===== src/rtl/lsu_pkg.sv =====
// Shared encodings for the load/store unit: access sizes, FSM states and
// big-endian lane mapping helpers.
package lsu_pkg;

    localparam logic [1:0] SZ_BYTE = 2'b00;
    localparam logic [1:0] SZ_HALF = 2'b01;
    localparam logic [1:0] SZ_WORD = 2'b10;
    localparam logic [1:0] SZ_RSVD = 2'b11;

    typedef logic [2:0] state_t;
    localparam state_t IDLE = 3'd0;
    localparam state_t RD   = 3'd1;
    localparam state_t RMW  = 3'd2;
    localparam state_t WR   = 3'd3;
    localparam state_t RESP = 3'd4;

    // Byte offset within the word; offset 0 is the most significant lane.
    localparam logic [1:0] OFF_B0 = 2'd0;
    localparam logic [1:0] OFF_B1 = 2'd1;
    localparam logic [1:0] OFF_B2 = 2'd2;
    localparam logic [1:0] OFF_B3 = 2'd3;

    function automatic logic [1:0] lane_of(input logic [1:0] offset);
        return OFF_B3 - offset;
    endfunction

endpackage


===== src/rtl/mem_lsu_if.sv =====
// Request/response handshake plus RAM data port of the load/store unit.
interface mem_lsu_if #(
    parameter int ADDR_WIDTH = 32
);
    logic                  req_valid_i;
    logic                  req_ready_o;
    logic                  req_store_i;
    logic [1:0]            req_size_i;
    logic                  req_unsigned_i;
    logic [ADDR_WIDTH-1:0] req_addr_i;
    logic [31:0]           req_wdata_i;
    logic                  rsp_valid_o;
    logic                  rsp_ready_i;
    logic [31:0]           rsp_rdata_o;
    logic                  rsp_err_o;
    logic [ADDR_WIDTH-1:0] mem_addr_o;
    logic                  mem_we_o;
    logic [31:0]           mem_wdata_o;
    logic [31:0]           mem_rdata_i;

    modport slave (
        input  req_valid_i, req_store_i, req_size_i, req_unsigned_i, req_addr_i,
               req_wdata_i, rsp_ready_i, mem_rdata_i,
        output req_ready_o, rsp_valid_o, rsp_rdata_o, rsp_err_o,
               mem_addr_o, mem_we_o, mem_wdata_o
    );

    modport master (
        output req_valid_i, req_store_i, req_size_i, req_unsigned_i, req_addr_i,
               req_wdata_i, rsp_ready_i, mem_rdata_i,
        input  req_ready_o, rsp_valid_o, rsp_rdata_o, rsp_err_o,
               mem_addr_o, mem_we_o, mem_wdata_o
    );
endinterface


===== src/rtl/lsu_align.sv =====
// Stateless lane logic: misalignment check, big-endian load extract with
// sign/zero extension, and sub-word store merge into the read word.
module lsu_align
    import lsu_pkg::*;
(
    input  logic [1:0]  offset,
    input  logic [1:0]  size,
    input  logic        is_unsigned,
    input  logic [31:0] rdata,
    input  logic [15:0] wdata,
    output logic        misaligned,
    output logic [31:0] load_data,
    output logic [31:0] merged
);

    logic [7:0]  lane_byte [4];
    logic [7:0]  byte_sel;
    logic [15:0] half_sel;

    assign misaligned = (size == SZ_RSVD)
                     || ((size == SZ_HALF) && offset[0])
                     || ((size == SZ_WORD) && (offset != OFF_B0));

    for (genvar gi = 0; gi < 4; gi++) begin : g_lane
        logic byte_hit;
        logic half_hit;
        logic [7:0] src;

        assign lane_byte[gi] = rdata[8*gi +: 8];
        assign byte_hit = (size == SZ_BYTE) && (lane_of(offset) == 2'(gi));
        // Upper halfword (offset 0) covers lanes 3..2, lower (offset 2) lanes 1..0.
        assign half_hit = (size == SZ_HALF) && (offset[1] == ((gi < 2) ? 1'b1 : 1'b0));
        assign src      = (size == SZ_HALF) ? wdata[8*(gi%2) +: 8] : wdata[7:0];
        assign merged[8*gi +: 8] = (byte_hit || half_hit) ? src : rdata[8*gi +: 8];
    end

    assign byte_sel = lane_byte[lane_of(offset)];
    assign half_sel = offset[1] ? rdata[15:0] : rdata[31:16];

    always_comb begin
        load_data = rdata;
        case (size)
            SZ_BYTE: load_data = {{24{~is_unsigned & byte_sel[7]}}, byte_sel};
            SZ_HALF: load_data = {{16{~is_unsigned & half_sel[15]}}, half_sel};
            default: load_data = rdata;
        endcase
    end

endmodule


===== src/rtl/mem_lsu.sv =====
// Load/store initiator for the big-endian word RAM port: one request at a
// time, read-modify-write for sub-word stores, errors answered without access.
module mem_lsu
    import lsu_pkg::*;
#(
    parameter int ADDR_WIDTH = 32,
    parameter int DATA_WIDTH = 32
) (
    input  logic      clk_i,
    input  logic      rst_ni,
    mem_lsu_if.slave  bus
);

    state_t                state_reg;
    logic [ADDR_WIDTH-1:0] addr_reg;
    logic [1:0]            size_reg;
    logic                  unsigned_reg;
    logic                  err_reg;
    logic [DATA_WIDTH-1:0] wdata_reg;
    logic [DATA_WIDTH-1:0] rdata_reg;

    logic        idle;
    logic        misaligned;
    logic [31:0] load_data;
    logic [31:0] merged;

    assign idle = (state_reg == IDLE);

    // In IDLE the checker looks at the live request; afterwards at the captured one.
    lsu_align u_align (
        .offset      (idle ? bus.req_addr_i[1:0] : addr_reg[1:0]),
        .size        (idle ? bus.req_size_i : size_reg),
        .is_unsigned (unsigned_reg),
        .rdata       (bus.mem_rdata_i),
        .wdata       (wdata_reg[15:0]),
        .misaligned  (misaligned),
        .load_data   (load_data),
        .merged      (merged)
    );

    always_ff @(posedge clk_i or negedge rst_ni) begin
        if (!rst_ni) begin
            state_reg    <= IDLE;
            addr_reg     <= '0;
            size_reg     <= SZ_BYTE;
            unsigned_reg <= 1'b0;
            err_reg      <= 1'b0;
            wdata_reg    <= '0;
            rdata_reg    <= '0;
        end else begin
            case (state_reg)
                IDLE: begin
                    if (bus.req_valid_i) begin
                        addr_reg     <= bus.req_addr_i;
                        size_reg     <= bus.req_size_i;
                        unsigned_reg <= bus.req_unsigned_i;
                        err_reg      <= misaligned;
                        wdata_reg    <= bus.req_wdata_i;
                        rdata_reg    <= '0;
                        if (misaligned)
                            state_reg <= RESP;
                        else if (!bus.req_store_i)
                            state_reg <= RD;
                        else if (bus.req_size_i == SZ_WORD)
                            state_reg <= WR;
                        else
                            state_reg <= RMW;
                    end
                end
                RD: begin
                    rdata_reg <= load_data;
                    state_reg <= RESP;
                end
                RMW: begin
                    wdata_reg <= merged;
                    state_reg <= WR;
                end
                WR:   state_reg <= RESP;
                RESP: if (bus.rsp_ready_i) state_reg <= IDLE;
                default: state_reg <= IDLE;
            endcase
        end
    end

    assign bus.req_ready_o = idle;
    assign bus.rsp_valid_o = (state_reg == RESP);
    assign bus.rsp_err_o   = (state_reg == RESP) && err_reg;
    assign bus.rsp_rdata_o = (state_reg == RESP) ? rdata_reg : '0;
    assign bus.mem_we_o    = (state_reg == WR);
    assign bus.mem_wdata_o = (state_reg == WR) ? wdata_reg : '0;
    assign bus.mem_addr_o  = (state_reg == RD || state_reg == RMW || state_reg == WR)
                           ? {addr_reg[ADDR_WIDTH-1:2], 2'b00} : '0;

endmodule


===== src/flat_wrapper.sv =====
// flat-port wrapper written by rule: the top's interface ports become plain ports
module mem_lsu_flat import lsu_pkg::*;
#(
    parameter int ADDR_WIDTH = 32,
    parameter int DATA_WIDTH = 32
)
  (clk_i, rst_ni, bus_req_valid_i, bus_req_store_i, bus_req_size_i, bus_req_unsigned_i, bus_req_addr_i, bus_req_wdata_i, bus_rsp_ready_i, bus_mem_rdata_i, bus_req_ready_o, bus_rsp_valid_o, bus_rsp_rdata_o, bus_rsp_err_o, bus_mem_addr_o, bus_mem_we_o, bus_mem_wdata_o);
  mem_lsu_if #(.ADDR_WIDTH(ADDR_WIDTH)) bus_i ();
  input  logic clk_i;
  input  logic rst_ni;
  input wire logic [$bits(bus_i.req_valid_i)-1:0] bus_req_valid_i;
  input wire logic [$bits(bus_i.req_store_i)-1:0] bus_req_store_i;
  input wire logic [$bits(bus_i.req_size_i)-1:0] bus_req_size_i;
  input wire logic [$bits(bus_i.req_unsigned_i)-1:0] bus_req_unsigned_i;
  input wire logic [$bits(bus_i.req_addr_i)-1:0] bus_req_addr_i;
  input wire logic [$bits(bus_i.req_wdata_i)-1:0] bus_req_wdata_i;
  input wire logic [$bits(bus_i.rsp_ready_i)-1:0] bus_rsp_ready_i;
  input wire logic [$bits(bus_i.mem_rdata_i)-1:0] bus_mem_rdata_i;
  output wire logic [$bits(bus_i.req_ready_o)-1:0] bus_req_ready_o;
  output wire logic [$bits(bus_i.rsp_valid_o)-1:0] bus_rsp_valid_o;
  output wire logic [$bits(bus_i.rsp_rdata_o)-1:0] bus_rsp_rdata_o;
  output wire logic [$bits(bus_i.rsp_err_o)-1:0] bus_rsp_err_o;
  output wire logic [$bits(bus_i.mem_addr_o)-1:0] bus_mem_addr_o;
  output wire logic [$bits(bus_i.mem_we_o)-1:0] bus_mem_we_o;
  output wire logic [$bits(bus_i.mem_wdata_o)-1:0] bus_mem_wdata_o;
  assign bus_i.req_valid_i = bus_req_valid_i;
  assign bus_i.req_store_i = bus_req_store_i;
  assign bus_i.req_size_i = bus_req_size_i;
  assign bus_i.req_unsigned_i = bus_req_unsigned_i;
  assign bus_i.req_addr_i = bus_req_addr_i;
  assign bus_i.req_wdata_i = bus_req_wdata_i;
  assign bus_i.rsp_ready_i = bus_rsp_ready_i;
  assign bus_i.mem_rdata_i = bus_mem_rdata_i;
  assign bus_req_ready_o = bus_i.req_ready_o;
  assign bus_rsp_valid_o = bus_i.rsp_valid_o;
  assign bus_rsp_rdata_o = bus_i.rsp_rdata_o;
  assign bus_rsp_err_o = bus_i.rsp_err_o;
  assign bus_mem_addr_o = bus_i.mem_addr_o;
  assign bus_mem_we_o = bus_i.mem_we_o;
  assign bus_mem_wdata_o = bus_i.mem_wdata_o;
  mem_lsu #(.ADDR_WIDTH(ADDR_WIDTH), .DATA_WIDTH(DATA_WIDTH)) u_core (.clk_i(clk_i), .rst_ni(rst_ni), .bus(bus_i));
endmodule

===== config.mk =====
export PLATFORM = sky130hd
export DESIGN_NAME = mem_lsu_flat
export DESIGN_NICKNAME = d
export VERILOG_FILES = /design/src/rtl/lsu_pkg.sv /design/src/rtl/mem_lsu_if.sv /design/src/rtl/lsu_align.sv /design/src/rtl/mem_lsu.sv /design/src/flat_wrapper.sv
export SDC_FILE = /design/constraint.sdc
export NUM_CORES = 1
export LEC_CHECK = 0
export CAP_MARGIN = 20
export CORE_MARGIN = 2
export CORE_UTILIZATION = 42
export DETAILED_ROUTE_END_ITERATION = 7
export PLACE_DENSITY_LB_ADDON = 0.05
export SYNTH_ARGS = -nofsm -noshare
export SYNTH_HDL_FRONTEND = slang
export SYNTH_SLANG_ARGS = --single-unit

===== constraint.sdc =====
create_clock -name clk_i -period 2.5 [get_ports clk_i]
set_input_delay 0.375 -clock clk_i [delete_from_list [all_inputs] [get_ports clk_i]]
set_output_delay 0.375 -clock clk_i [all_outputs]
set_load 0.005 [all_outputs]

==> metrics.md, run 1 <==
| Metric | Value |
|---|---|
| Vias per cell | `5.58` |
| Post-Synthesis Cells | `675` |
| Yosys reg bits | `103` |
| Sequential share of the synthesized area | `0.434` |
| Rows | `43` |
| Worst skew pair latency | `350 ps` |
| Element type at the critical path start | `register` |
| Crit path cell chain | `buf_4 -> and3b_1 -> buf_12 -> and2_1 -> clkdlybuf4s50_1` |
| Initial DRT Pass Iterations | `5` |
| Largest family of logic cells by synthesized area | `simple AND/OR/NAND/NOR gates` |
| DR DRC count | `0` |
| Layout Nets | `980` |
| Status | `finished, final reports clean` |
| Crit path depth | `5` |
| Largest net degree at the start of global routing | `39` |
| Post-synthesis xor/xnor area fraction | `0` |
| Combinational power share | `0.529` |
| Rel. slew slack | `0.561` |
| Hold Crit Start | `u_core.addr_reg[5]` |
| Clock Pin Slew Worst Setup and Hold Paths | `60 ps` |
| Area share of fa/ha/maj cells after synthesis | `0` |
| Antenna diodes | `0` |
| Critical Path End | `bus_mem_wdata_o[7]` |
| Ys async rst share | `1.00` |
| Crit-path max FO | `33` |
| Slew @ Worst Pin | `657 ps` |
| # IOs | `204` |
| Antenna violations before repair | `0` |
| Syn Area/Cell | `8.79 um^2` |
| Max Cap Violations | `0` |
| Buf/Inv on CP | `3` |
| RR Endpoint | `u_core.rdata_reg[12]` |
| Fraction of power consumed by sequential logic | `0.320` |
| Psw | `3770 uW` |
| Vias | `5912` |
| Req. time, crit path | `2120 ps` |
| Max H-tree Level | `3` |
| Sw Ratio | `0.406` |
| Worst-case clock buffer depth | `2` |
| P_int | `5520 uW` |
| Hold/Removal Path Class | `register to register` |
| Starting Density | `0.429` |
| Most common cell in the netlist | `nand2_1` |
| EDFF count, synth | `0` |
| Slowest CP cell | `clkdlybuf4s50_1` |
| Leak | `0.00384 uW` |
| CTS tree | `yes` |
| Global-route usage over all layers | `0.264` |
| Max Freq | `408 MHz` |
| Clock Power Share | `0.151` |
| Total power | `9290 uW` |
| RSZ-0062 raised after global routing | `no` |
| Critical path origin | `u_core.state_reg[2]` |
| Critical path data arrival time | `2080 ps` |
| Area Overhead vs Synth | `45.5%` |
| Die Area | `15100 um^2` |
| Fin crit share | `0.980` |
| Total gr overflow | `0` |
| Worst r2r path cells | `7` |
| Vias in the first global route | `5853` |
| Final setup skew | `8.56 ps` |
| Final WL | `19800 um` |
| Area leader, netlist | `dfrtp_1` |
| First-pass GRT wire length | `30600 um` |
| Final Critical Period | `2450 ps` |
| Synth Area in Simple Gates | `0.260` |
| Compound-Gate Fraction of Synth Area | `0.193` |
| WS Path Type | `register to output port` |
| Synth unique cells | `49` |
| IO buf count | `201` |
| Clock root buffer | `clkbuf_16` |
| Post-route ant nets | `0` |
| Pins Over Slew Limit | `0` |
| Clock Sinks | `103` |
| CP max stage delay | `510 ps` |
| GP Congestion | `0.899` |
| Cell area after synthesis | `5930 um^2` |
| Die width | `123 um` |
| Wire per inst | `18.7 um` |
| Setup TNS | `0 ps` |
| Commonest cells in the synthesized netlist | `151 x nand2_1, 103 x dfrtp_1, 66 x and2_1` |
| Setup violators final | `0` |
| CP top delay family | `buffers and inverters` |
| HPWL reported at the end of detailed placement | `14600 um` |
| Top-area cell type share of the netlist area | `0.434` |
| Ys flop type | `dfrtp_1` |
| Layout cells sized above 1 | `0.0910` |
| Power density cells | `1080 nW/um^2` |
| CP endpoint kind | `output port` |
| Setup Buffers After CTS | `0` |
| Synth warnings | `0` |
| Hold Path Depth | `2` |
| Worst R2R Setup Slack | `120 ps` |
| Synth area leaders | `dfrtp_1 43%, nand2_1 9.6%, and2_1 7.0%, mux2i_1 6.2%, and3_1 4.4%` |
| Hold Vio Cnt, Final | `0` |
| CTS Buf Count | `9` |
| Die H | `123 um` |
| Mux cell area share after synthesis | `0.0662` |
| Critical R2R Launch | `u_core.state_reg[2]` |
| VDD IR max | `0.439 mV` |
| Initial DRC count | `519` |
| Core area | `13800 um^2` |
[cell usage in the layout (no fill, tap or decap), types with 14 or more instances in the layout]
cell	count
o21ai_0	35
buf_4	34
and3_1	42
a21oi_1	22
nor2_1	14
a22oi_1	23
nand2_1	151
o221ai_1	14
and2_1	66
mux2i_1	37
clkdlybuf4s50_1	200
dfrtp_1	103
[cell families after synthesis]
logic type | after synthesis
AOI/OAI and AO/OA | 158
buffers and inverters | 64
DFF | 103
muxes | 39
other | 1
and+or+nand+nor | 310
[stage by stage]
step,util,std cells,hold WS [ps],worst slack (ps),area (um^2)
2_1_floorplan,-,676,79.4,117,5940
3_3_place_gp,0.599,1043,363,130,8280
3_5_place_dp,0.599,1043,369,43.4,8280
4_1_cts,0.622,1059,471,33.2,8600
5_1_grt,0.624,1059,487,5.80,8630
6_report,0.624,1059,466,49.0,8630
[worst min path at each step]
stage,end,slack [ps]
floorplan,u_core.addr_reg[0],80
global placement,u_core.rdata_reg[18],360
detailed placement,u_core.rdata_reg[18],370
CTS,u_core.addr_reg[24],470
global route,u_core.addr_reg[27],490
finish,u_core.addr_reg[5],470
[per-layer routing]
metal	track usage	routed length, um	vias to the layer above	share of wire
met5	0	0	-	0
met4	0.108	460	0	0.023
met1	0.333	8060	2809	0.41
met3	0.0623	1460	38	0.074
li1	-	-	2791	-
met2	0.434	9770	274	0.49
[final cells by class]
cell class | instances | area [um^2]
inverter | 11 | 41.3
multi-input combinational | 509 | 3130
tap | 180 | 225
clock inverter | 3 | 45.0
timing repair buffer | 242 | 2380
fill | 1197 | 5190
sequential | 103 | 2580
clock buffer | 11 | 243
[power groups by stage]
| stage | Combinational (uW) | Sequential, uW | Clock [uW] |
|---|---|---|---|
| 6_report | 4910 | 2970 | 1410 |
| 5_1_grt | 5400 | 3050 | 1500 |
| 4_1_cts | 4870 | 2950 | 1430 |
| 3_5_place_dp | 4800 | 2970 | 0 |
| 3_3_place_gp | 4660 | 2950 | 0 |
| 2_1_floorplan | 3040 | 2770 | 0 |
[worst min-delay path: cells and delay by family, from the launching register on]
kind / cells / cell delay, ps
AND/OR/NAND/NOR: 2 / 100
flip-flops: 1 / 340
[timing repair]
action                                  4_1_cts  5_1_grt
hold buffers                                  1        0
endpoints found under the setup margin       32       72
pin swaps                                     0        1
hold endpoints to repair                      5        0
gates resized for setup                       5        9
gates cloned                                  1        0
No activity file was read; power rests on OpenSTA's default activity.
==> run 2: changes to the inputs <==
- CAP_MARGIN: 20 -> 25
==> run 2 against run 1 <==
  * Sequential share of layout area about the same
  * Clock power hardly changed
  * Setup slack got worse by 11 ps
  * Highest routed layer unchanged
==> metrics.md, run 2 (synthesized netlist as in run 1, its figures left out) <==
| Metric | Value |
|---|---|
| Element type at the critical path start | `register` |
| Fillers | `1197` |
| Clock root buffer | `clkbuf_16` |
| Final WL | `19700 um` |
| Post-placement cell count | `1043` |
| Hold/Removal Path Class | `register to register` |
| Final Instance Count excl. Fillers | `1060` |
| Power density cells | `1070 nW/um^2` |
| Most common cell after layout, fill and taps aside | `clkdlybuf4s50_1` |
| Largest net degree at the start of global routing | `39` |
| Max Cap Violations | `0` |
| Area Overhead vs Synth | `45.6%` |
| Rel. slew slack | `0.663` |
| Total power | `9280 uW` |
| Req. time, crit path | `2120 ps` |
| GP Congestion | `0.899` |
| Fin crit share | `0.985` |
| Slew @ Worst Pin | `506 ps` |
| Final setup skew | `7.22 ps` |
| Initial DRC count | `615` |
| Critical path data arrival time | `2090 ps` |
| Crit-path max FO | `33` |
| Die H | `123 um` |
| Min setup slack post-route | `37.7 ps` |
| Setup TNS | `0 ps` |
| Max H-tree Level | `3` |
| Setup Buffers After CTS | `0` |
| Setup violators final | `0` |
| CP endpoint kind | `output port` |
| Status | `finished, final reports clean` |
| Post-route cell area | `8640 um^2` |
| Die width | `123 um` |
| First-pass GRT wire length | `30600 um` |
| Global-route usage over all layers | `0.264` |
| Pins Over Slew Limit | `0` |
| Initial DRT Pass Iterations | `5` |
| Max Freq | `406 MHz` |
| Clock Pin Slew Worst Setup and Hold Paths | `60 ps` |
| Post-route ant nets | `0` |
| Pre-CTS WS | `43.4 ps` |
| Worst-case clock buffer depth | `2` |
| HPWL reported at the end of detailed placement | `14600 um` |
| Most frequent cells in the layout | `200 x clkdlybuf4s50_1, 151 x nand2_1, 103 x dfrtp_1` |
| CTS tree | `yes` |
| IO buf count | `201` |
| Clock Sinks | `103` |
| CTS Buf Count | `9` |
| Layout cells sized above 1 | `0.0909` |
| Layout Nets | `981` |
| # IOs | `204` |
| Total gr overflow | `0` |
| Core area | `13800 um^2` |
| Rows | `43` |
| Vias | `5938` |
| RSZ-0062 raised after global routing | `no` |
| DR DRC count | `0` |
| VDD IR max | `0.441 mV` |
| Vias in the first global route | `5853` |
| Starting Density | `0.429` |
| Worst skew pair latency | `350 ps` |
| Antenna violations before repair | `0` |
| Final Critical Period | `2460 ps` |
| Placed Area | `8280 um^2` |
| Leak | `0.00385 uW` |
| Vias per cell | `5.60` |
| Die Area | `15100 um^2` |
| Hold Vio Cnt, Final | `0` |
| WS Path Type | `register to output port` |
| Antenna diodes | `0` |
| Wire per inst | `18.6 um` |
[run 2: routing by layer]
metal | track usage | vias to the layer above | part of all wire
met2 | 0.434 | 295 | 0.49
met4 | 0.108 | 0 | 0.025
li1 | - | 2792 | -
met3 | 0.0623 | 39 | 0.076
met1 | 0.333 | 2812 | 0.40
met5 | 0 | - | 0
[run 2: metrics by stage]
step,util,hold WS [ps]
2_1_floorplan,-,79.4
3_3_place_gp,0.599,363
3_5_place_dp,0.599,369
4_1_cts,0.622,471
5_1_grt,0.625,487
6_report,0.625,465
[run 2: timing repair]
item | 4_1_cts | 5_1_grt
gates resized for setup | 5 | 8
cloned | 1 | 0
endpoints found under the hold margin | 5 | 0
pin swaps | 0 | 1
setup endpoints to repair | 32 | 59
hold buffers | 1 | 0
[run 2: path summary, 6_finish.rpt]
check                                        to  cells after the start  slack [ps]                 from
setup / recovery             bus_mem_wdata_o[7]                      5          40  u_core.state_reg[2]
hold / removal               u_core.addr_reg[5]                      2         470   u_core.addr_reg[5]
setup reg to reg           u_core.rdata_reg[12]                      7         120  u_core.state_reg[2]
hold reg to reg              u_core.addr_reg[5]                      2         470   u_core.addr_reg[5]
max in group asynchronous  u_core.wdata_reg[15]                      3        1320               rst_ni
min in group asynchronous  u_core.rdata_reg[18]                      2         530               rst_ni
[run 2: layout make-up]
cell class | count | area, um^2 | share of cell area
clock inverters | 3 | 45.0 | 0.00521
multi-input cells | 509 | 3120 | 0.362
well taps | 180 | 225 | 0.0261
inverters | 11 | 41.3 | 0.00478
flip-flops and latches | 103 | 2580 | 0.298
clock buffers | 11 | 243 | 0.0281
repair buffers | 243 | 2380 | 0.276
[run 2: where the power goes]
part           leakage (uW)  switching [uW]  internal (uW)
logic               0.00243            2640           2280
clock network      0.000134             610            793
registers           0.00128             512           2450
[run 2: worst max-delay path: stages, from the launching register on]
cell and delay (ps):
dfrtp_1 400, buf_4 190, and3b_1 270, buf_12 170, and2_1 190, clkdlybuf4s50_1 510
==> edit: new RTL, settings of run 1 <==
`ADDR_WIDTH` is set to 32 in 3 places; all go to 24.
--- a/src/rtl/mem_lsu_if.sv
+++ b/src/rtl/mem_lsu_if.sv
@@ -1,6 +1,6 @@
 // Request/response handshake plus RAM data port of the load/store unit.
 interface mem_lsu_if #(
-    parameter int ADDR_WIDTH = 32
+    parameter int ADDR_WIDTH = 24
 );
     logic                  req_valid_i;
     logic                  req_ready_o;
--- a/src/rtl/mem_lsu.sv
+++ b/src/rtl/mem_lsu.sv
@@ -3,7 +3,7 @@
 module mem_lsu
     import lsu_pkg::*;
 #(
-    parameter int ADDR_WIDTH = 32,
+    parameter int ADDR_WIDTH = 24,
     parameter int DATA_WIDTH = 32
 ) (
     input  logic      clk_i,
--- a/src/flat_wrapper.sv
+++ b/src/flat_wrapper.sv
@@ -1,7 +1,7 @@
 // flat-port wrapper written by rule: the top's interface ports become plain ports
 module mem_lsu_flat import lsu_pkg::*;
 #(
-    parameter int ADDR_WIDTH = 32,
+    parameter int ADDR_WIDTH = 24,
     parameter int DATA_WIDTH = 32
 )
   (clk_i, rst_ni, bus_req_valid_i, bus_req_store_i, bus_req_size_i, bus_req_unsigned_i, bus_req_addr_i, bus_req_wdata_i, bus_rsp_ready_i, bus_mem_rdata_i, bus_req_ready_o, bus_rsp_valid_o, bus_rsp_rdata_o, bus_rsp_err_o, bus_mem_addr_o, bus_mem_we_o, bus_mem_wdata_o);
Ports: changed (resized bus_mem_addr_o and bus_req_addr_i); port bits go from 204 to 188. The function was not compared with the original's and may differ.
==> edit against run 1 <==
Sequential share of layout area shrank 1.3 points. Sequential power decreased by 7.4%. Worst setup slack better by 0.0086 ns. Power is 7.3% higher. Core utilization rose by 0.61 points. Wire length rose by 6.5%. Final area fell by 3.7%. Final cell count down 3.9%. Critical path depth fell by 1. Area after synthesis fell by 5.1%. Sequential cell count fell by 8. Critical endpoint is now bus_req_ready_o.
==> edit: results (changes against run 1) <==
post-layout net count - 934 (-4.7%)
Seq/Total Area, Yosys - 42.21% (-1.2 points)
Total GRT Usage - 29.28% (+2.9 points)
Synth area leaders - dfrtp_1, nand2_1, and2_1, and3_1, a21oi_1
Final Wtd Congestion - 0.9040 (+0.59%)
count of non-CTS buffers in the layout - 236 (-2.5%)
mux cell area share after synthesis - 3.821% (-2.8 points)
worst slew pin tran - 0.7160 ns (+0.05889 ns)
area of the multi-input gates - 3027 µm² (-3.2%)
Non-clk invs - 5 (-6)
max incr delay on CP - 0.53 ns (+0.02 ns)
worst clock skew - 0.008258 ns (-0.0003039 ns)
Pleak - 0.004109 µW (+7.0%)
share of post-route cells with drive strength above 1 - 11.05% (+1.9 points)
port bufs - 185 (-8.0%)
hold_ws - 0.01413 ns (-0.4514 ns)
Layout clock area frac - 3.551% (+0.22 points)
outcome - finished, final reports clean
setup bufs post-CTS - 3 (+3)
fill cell count - 1151 (-3.8%)
sequential share of cell area - 28.60% (-1.3 points)
DR vias - 5872 (-0.68%)
crit path max fanout - 10 (-70%)
largest net degree at the start of global routing - 45 (+15%)
Post-synth top cells - nand2_1, dfrtp_1, and2_1
fraction of cell area in non-clock buffers - 28.54% (+1.0 points)
maximum VDD drop - 0.6504 mV (+48%)
Num Clock Sinks - 95 (-7.8%)
vias in the first global route - 5828 (-0.43%)
Yosys cell types - 58 (+18%)
post-CTS sizing - 19 (+14)
[edit: cell types whose count changed after synthesis, sizes merged, moves of 10 or more]
cell	before	now
buf	12	23
o21ai	35	7
mux2i	37	19
o22ai	1	15
a221o	0	16
nand3	1	18
a22oi	23	7
nor2	18	28
a21oi	23	40
clkbuf	41	28
nand2	151	135
[edit: metal layers]
layer / share of wire [%] / vias to the layer above / track usage (%)
li1: - / 2708 / -
met1: 40 / 2820 / 38.05
met2: 48 / 302 / 48.57
met3: 9.2 / 42 / 6.179
met4: 2.6 / 0 / 10.07
met5: 0 / - / 0
[edit: through the flow]
step                      worst slack (ns)  util [%]  area, µm²  setup TNS [ns]  std cells
after floorplan                     0.4745         -       5635               0        642
after global placement             -0.1081     59.19       7807          -1.899        995
after detailed placement           -0.1686     59.19       7807          -3.337        995
after CTS                         -0.06820     62.21       8205          -1.194       1015
after global routing              0.005391     63.04       8315               0       1018
final                              0.05759     63.04       8315               0       1018
[edit: power by group]
part / switching [µW] / internal [µW]
combinational: 3140 / 2650
sequential: 508 / 2250
clock: 640 / 779
total: 4290 / 5680
[edit: path summary, 6_finish.rpt]
check                                    start                    to  cells after the start
setup / recovery           u_core.state_reg[2]       bus_req_ready_o                      4
hold / removal                          rst_ni  u_core.rdata_reg[14]                      1
setup reg to reg           u_core.state_reg[2]  u_core.wdata_reg[11]                      7
hold reg to reg            u_core.addr_reg[12]   u_core.addr_reg[12]                      2
max in group asynchronous               rst_ni  u_core.wdata_reg[28]                      2
min in group clk_i         u_core.addr_reg[12]   u_core.addr_reg[12]                      2
[edit: worst reg2reg max path, delay by kind of cell, from the launching register on]
family          cells  cell delay (ns)
simple gates        2             0.57
mux                 2             0.79
buf+inv             2             0.37
flops               1             0.42
compound gates      1             0.14
